--- config.mk ---
export PLATFORM = sky130hd
export DESIGN_NAME = imem_loader
export DESIGN_NICKNAME = d
export VERILOG_FILES = /design/src/rtl/smips_pkg.sv /design/src/rtl/byte_packer.sv /design/src/rtl/imem_loader.sv
export SDC_FILE = /design/constraint.sdc
export NUM_CORES = 1
export LEC_CHECK = 0
export CAP_MARGIN = 20
export CORE_ASPECT_RATIO = 1.4
export CORE_MARGIN = 8
export CORE_UTILIZATION = 40
export DETAILED_ROUTE_END_ITERATION = 16
export DONT_BUFFER_PORTS = 1
export REMOVE_ABC_BUFFERS = 1
export SLEW_MARGIN = 20
export SYNTH_ARGS = -nofsm -noshare
export SYNTH_HDL_FRONTEND = slang
export SYNTH_SLANG_ARGS = --single-unit
--- constraint.sdc ---
create_clock -name clk -period 4.2 [get_ports clk]
set_input_delay 0.21 -clock clk [delete_from_list [all_inputs] [get_ports clk]]
set_output_delay 0.21 -clock clk [all_outputs]
set_load 0.005 [all_outputs]
--- src/rtl/smips_pkg.sv ---
// Shared types and constants for the smips instruction-memory loader.
// Holds the loader state encoding and the big-endian byte packing helper.
package smips_pkg;

  typedef enum logic [2:0] {
    IDLE,
    HDR_HI,
    HDR_LO,
    DATA,
    WRITE,
    DONE,
    ERR
  } loader_state_t;

  localparam int BYTES_PER_WORD = 4;
  localparam int WORD_W         = 32;

  // The first byte received ends up in the most significant position.
  function automatic logic [WORD_W-1:0] pack_be(input logic [WORD_W-1:0] acc,
                                                input logic [7:0]        b);
    return {acc[WORD_W-9:0], b};
  endfunction

endpackage

--- src/rtl/byte_packer.sv ---
// Byte-to-word shift register with a modulo-4 byte counter; word_ready flags the 4th byte.
// Updates one cycle after each accepted byte; it has no flow control and shifts whenever shift_en is high.
module byte_packer
  import smips_pkg::*;
(
  input  logic              clk,
  input  logic              rst_n,
  input  logic              clr,
  input  logic              shift_en,
  input  logic [7:0]        in_byte,
  output logic [WORD_W-1:0] word,
  output logic              word_ready
);

  logic [1:0] byte_cnt;

  always_ff @(posedge clk) begin
    if (!rst_n) begin
      word     <= '0;
      byte_cnt <= '0;
    end else begin
      if (clr) begin
        byte_cnt <= '0;
      end else if (shift_en) begin
        byte_cnt <= byte_cnt + 2'd1;
      end
      if (shift_en) begin
        word <= pack_be(word, in_byte);
      end
    end
  end

  assign word_ready = shift_en && (byte_cnt == 2'(BYTES_PER_WORD - 1));

endmodule

--- src/rtl/imem_loader.sv ---
// Loads a length-prefixed big-endian byte stream into instruction memory while holding the CPU.
// A write is issued one cycle after a word's 4th byte; in_ready drops for that cycle, giving at most 4 bytes per 5 cycles.
module imem_loader
  import smips_pkg::*;
#(
  parameter int DEPTH_WORDS = 256,
  parameter int ADDR_W      = 32
) (
  input  logic              clk,
  input  logic              rst_n,
  input  logic              start,
  input  logic [7:0]        in_byte,
  input  logic              in_valid,
  output logic              in_ready,
  output logic              wr_en,
  output logic [ADDR_W-1:0] wr_addr,
  output logic [WORD_W-1:0] wr_data,
  output logic              cpu_hold,
  output logic              done,
  output logic              error
);

  localparam logic [16:0] DEPTH_LIM = 17'(DEPTH_WORDS);

  loader_state_t     state, state_nxt;
  logic [7:0]        hdr_hi;
  logic [15:0]       remaining;
  logic [16:0]       hdr_n;
  logic              xfer;
  logic              start_ok;
  logic              shift_en;
  logic              word_ready;
  logic [WORD_W-1:0] pack_word;

  assign xfer     = in_valid && in_ready;
  assign start_ok = start && ((state == IDLE) || (state == DONE) || (state == ERR));
  assign shift_en = xfer && (state == DATA);
  // Zero-extended so the capacity compare cannot overflow.
  assign hdr_n    = {1'b0, hdr_hi, in_byte};

  always_comb begin
    state_nxt = state;
    in_ready  = 1'b0;
    wr_en     = 1'b0;
    cpu_hold  = 1'b1;
    done      = 1'b0;
    error     = 1'b0;
    case (state)
      IDLE: begin
        if (start) state_nxt = HDR_HI;
      end
      HDR_HI: begin
        in_ready = 1'b1;
        if (xfer) state_nxt = HDR_LO;
      end
      HDR_LO: begin
        in_ready = 1'b1;
        if (xfer) begin
          if (hdr_n == 17'd0)          state_nxt = DONE;
          else if (hdr_n > DEPTH_LIM)  state_nxt = ERR;
          else                         state_nxt = DATA;
        end
      end
      DATA: begin
        in_ready = 1'b1;
        if (word_ready) state_nxt = WRITE;
      end
      WRITE: begin
        wr_en     = 1'b1;
        state_nxt = (remaining == 16'd1) ? DONE : DATA;
      end
      DONE: begin
        done     = 1'b1;
        cpu_hold = 1'b0;
        if (start) state_nxt = HDR_HI;
      end
      ERR: begin
        error = 1'b1;
        if (start) state_nxt = HDR_HI;
      end
      default: state_nxt = IDLE;
    endcase
  end

  always_ff @(posedge clk) begin
    if (!rst_n) begin
      state     <= IDLE;
      hdr_hi    <= '0;
      remaining <= '0;
      wr_addr   <= '0;
    end else begin
      state <= state_nxt;
      if (start_ok) begin
        wr_addr <= '0;
      end else if (state == WRITE) begin
        wr_addr <= wr_addr + ADDR_W'(BYTES_PER_WORD);
      end
      if ((state == HDR_HI) && xfer) begin
        hdr_hi <= in_byte;
      end
      if ((state == HDR_LO) && xfer) begin
        remaining <= hdr_n[15:0];
      end else if (state == WRITE) begin
        remaining <= remaining - 16'd1;
      end
    end
  end

  // The packer holds the word steady through WRITE since no byte is accepted then.
  byte_packer u_packer (
    .clk        (clk),
    .rst_n      (rst_n),
    .clr        (start_ok),
    .shift_en   (shift_en),
    .in_byte    (in_byte),
    .word       (pack_word),
    .word_ready (word_ready)
  );

  assign wr_data = pack_word;

endmodule
==> out/qor.csv <==
stage;metric;value;unit
logic_synthesis;simple-gate share of the synthesized area;27.07;%
logic_synthesis;post-synth cell types;55;
sta;Final period util;66.18;%
setup_path;CP Class;flip-flop to flip-flop;
logic_synthesis;number of flops mapped to enable cells by yosys;0;
route;wire per inst;16.32;um
floorplan;DIE HEIGHT;136.6;um
cts;TritonCTS Sinks;91;
hold_path;number of cells on the worst hold path;2;
sta;Max Slew Vio Count;0;
finish;Area Overhead vs Synth;11.17;%
finish;final core occ;45.11;%
hold_path;Tightest Hold Check Type;input pin to flip-flop;
setup_path;crit path cell chain;or3b_1 -> buf_4 -> inv_2 -> and4_1 -> nand2_1 -> or3_1 -> a21oi_1;
logic_synthesis;Synth top area share;43.84;%
floorplan;initial core utilization;40.58;%
floorplan;Placement Rows;44;
grt;initial antenna violation count;0;
route;vias;3539;
power_and_ir_drop;fraction of power spent switching nets;26.73;%
cts;Max clock buf depth;2;
floorplan;core area;10240;sq um
logic_synthesis;YS warnings;0;
floorplan;Die Wd;102.1;um
power_and_ir_drop;Comb power frac;12.9;%
sta;Tmin final;2.780;ns
finish;Final nets;525;
logic_synthesis;largest family of logic cells by synthesized area;simple AND/OR/NAND/NOR gates;
route;final WL;10620;um
cts;H-tree depth;3;
grt;number of global-route vias before repair;3290;
sta;setup violators final;0;
logic_synthesis;Avg Cell Area, Syn;8.053;sq um
sta;Setup Skew;0.004032;ns
cts;CTS tree;built;
grt;gr usage total;15.27;%
grt;largest net degree at the start of global routing;57;
setup_path;Worst EP required;4.47;ns
logic_synthesis;multiplexer share of the synthesized area;2.168;%
logic_synthesis;Synth Area in Compound Gates;13.73;%
logic_synthesis;Yosys top cell by area;dfxtp_1;
logic_synthesis;Synth area leaders;dfxtp_1, nand2_1, a21oi_1, nor2_1, xor2_1;
cts;cts hold-fix bufs;9;
cts;postcts setup bufs;0;
logic_synthesis;mapped cell area;4155;sq um
power_and_ir_drop;Psw;527.2;uW
power_and_ir_drop;PD cells;427.0;nW/um^2
setup_path;Crit path largest cell delay;0.70;ns
setup_path;CP max stage cell;dfxtp_1;
cts;clock slew at reported path FFs;0.06;ns
logic_synthesis;XOR/XNOR share of the synthesized area;7.167;%
setup_path;Reg2Reg Depth;7;
logic_synthesis;post-synthesis sequential area ratio;43.84;%
power_and_ir_drop;Seq pwr share;46.7;%
route;1st-iter DRT viols;215;
cts;total CTS buffers;9;
cts;Post-CTS Resized;0;
sta;RSZ-0062 raised after global routing;false;
setup_path;worst r2r src;state[2]$_SDFFE_PN0P_;
grt;first-pass GRT wire length;16780;um
sta;Slew HR;59.57;%
logic_synthesis;Synth Area in Adders;1.445;%
placed_design;Post-DP HPWL;7218;um
finish;Fillers;1051;
route;Remaining DRCs;0;
finish;most frequent cells in the layout;nand2_1, dfxtp_1, nor2_1, a21oi_1, xor2_1;
finish;n_diodes;0;
sta;Slew @ Worst Pin;0.6065;ns
finish;commonest non-fill, non-tap cell in the layout;nand2_1;
power_and_ir_drop;Clk pwr share;40.4;%
flow_run;Max Cap Viol;0;
placed_design;IO buf count;0;
hold_path;worst hold endpoint;remaining[5]$_SDFFE_PN0P_;
grt;grt total ovfl;0;
power_and_ir_drop;leakage;0.001582;uW
route;Vias/cell;5.436;
sta;Fmax;359.8;MHz
floorplan;I/O pin count;81;
cts;clk_lat worst skew;0.34;ns
hold_path;Hold Crit Start;in_byte[5];
power_and_ir_drop;P_int;1445;uW
logic_synthesis;Syn Inst Count;516;
cts;Root Buffer;clkbuf_16;
setup_path;worst-path maximum fanout;21;
logic_synthesis;asr flop ratio synth;0;%
setup_path;Critical R2R Capture;wr_addr[29]$_SDFFE_PP0P_;
placed_design;Placer Congestion;0.8134;
route;DR pass1 iterations;4;
run_status;status;completed;
floorplan;Die ar.;13950;sq um
setup_path;Critical Path AT;3.05;ns
sta;endpoints failing hold;0;
power_and_ir_drop;Max IR drop VDD;0.2051;mV
finish;Sequential cell area;1822;sq um
finish;multi-input logic area;2155;sq um
logic_synthesis;Yosys reg bits;91;
route;ANT nets after route;0;
setup_path;register-to-register setup slack;1.42;ns
sta;Final TNS setup;0;ns
setup_path;startpoint class of the critical path;flip-flop;
finish;fraction of layout cells with a size suffix above 1;7.018;%
logic_synthesis;top_reg_cell synth;dfxtp_1;
setup_path;crit end category;flip-flop;
## power by group through the flow
| stage | combinational, uW | sequential (uW) | clock [uW] |
|---|---|---|---|
| floorplan | 193 | 928 | 0 |
| global placement | 240 | 938 | 0 |
| detailed placement | 244 | 939 | 0 |
| CTS | 253 | 920 | 816 |
| global route | 283 | 925 | 853 |
| finish | 255 | 920 | 798 |
## worst max-delay path by stage
stage                                from                  endpoint  slack [ns]  cells past startpoint
global route        state[2]$_SDFFE_PN0P_  wr_addr[29]$_SDFFE_PP0P_        1.18                      7
floorplan           state[2]$_SDFFE_PN0P_  wr_addr[29]$_SDFFE_PP0P_        1.67                      6
CTS                 state[2]$_SDFFE_PN0P_  wr_addr[29]$_SDFFE_PP0P_        1.40                      7
finish              state[2]$_SDFFE_PN0P_  wr_addr[29]$_SDFFE_PP0P_        1.42                      7
global placement    state[2]$_SDFFE_PN0P_  wr_addr[29]$_SDFFE_PP0P_        1.49                      7
detailed placement  state[2]$_SDFFE_PN0P_  wr_addr[29]$_SDFFE_PP0P_        1.40                      7
## critical path: cells and delay by family, from the launching register on
family / cells / cell delay, ns
AO/OA/AOI/OAI: 1 / 0.14
buffers and inverters: 2 / 0.46
flip-flops: 1 / 0.70
AND/OR/NAND/NOR: 4 / 1.40
## cells in the mapped netlist, types with 3 or more instances
cell / count
nor3_1: 9
ha_1: 4
o311ai_0: 3
xor2_1: 24
or3_1: 3
a221oi_1: 5
dfxtp_1: 91
nand3_1: 17
xnor2_1: 10
nand4_1: 15
and4_1: 6
buf_2: 8
nand2_1: 93
a31oi_1: 5
and3_1: 6
o21ai_0: 13
mux2i_1: 9
nor4_1: 6
nor2_1: 63
inv_1: 9
clkbuf_1: 25
a22oi_1: 3
a21oi_1: 50
nor2b_1: 3
## cells by family (layout without fill, tap and decap cells)
logic type | after synthesis | in the layout
other | 1 | 2
adders and majority gates | 5 | 5
and+or+nand+nor | 237 | 237
xor gates and xnor gates | 34 | 34
AOI/OAI and AO/OA | 94 | 94
muxes | 9 | 9
DFF | 91 | 91
buffers and inverters | 45 | 41
## metrics by stage
step / instances / hold slack [ns] / setup slack [ns] / power, uW / cell area [sq um]
after detailed placement: 627 / 0.3336 / 1.401 / 1183 / 4239
after global placement: 627 / 0.3427 / 1.489 / 1178 / 4239
final: 651 / 0.01683 / 1.420 / 1972 / 4619
after global routing: 651 / 0.01563 / 1.176 / 2061 / 4619
after CTS: 651 / 0.007212 / 1.403 / 1990 / 4619
after floorplan: 482 / 0.3186 / 1.674 / 1121 / 4010
## flip-flops by register name, indices dropped and copies added (netlist names)
register           count
u_packer.word         32
wr_addr               30
remaining             16
hdr_hi                 8
state                  3
u_packer.byte_cnt      2
## area by class of cell
cell class | instances | share of cell area [%]
Clock buffer | 9 | 4.875
Clock inverter | 6 | 1.408
Inverter | 10 | 0.8126
Multi-Input combinational cell | 381 | 46.64
Sequential cell | 91 | 39.44
Tap cell | 138 | 3.738
Timing Repair Buffer | 16 | 3.088
## layer usage
metal	track usage (%)	wire, um
met2	26.55	5693
met5	0	0
met1	16.81	4122
met3	3.666	628
met4	7.535	180
(Power assumes the default switching activity.)
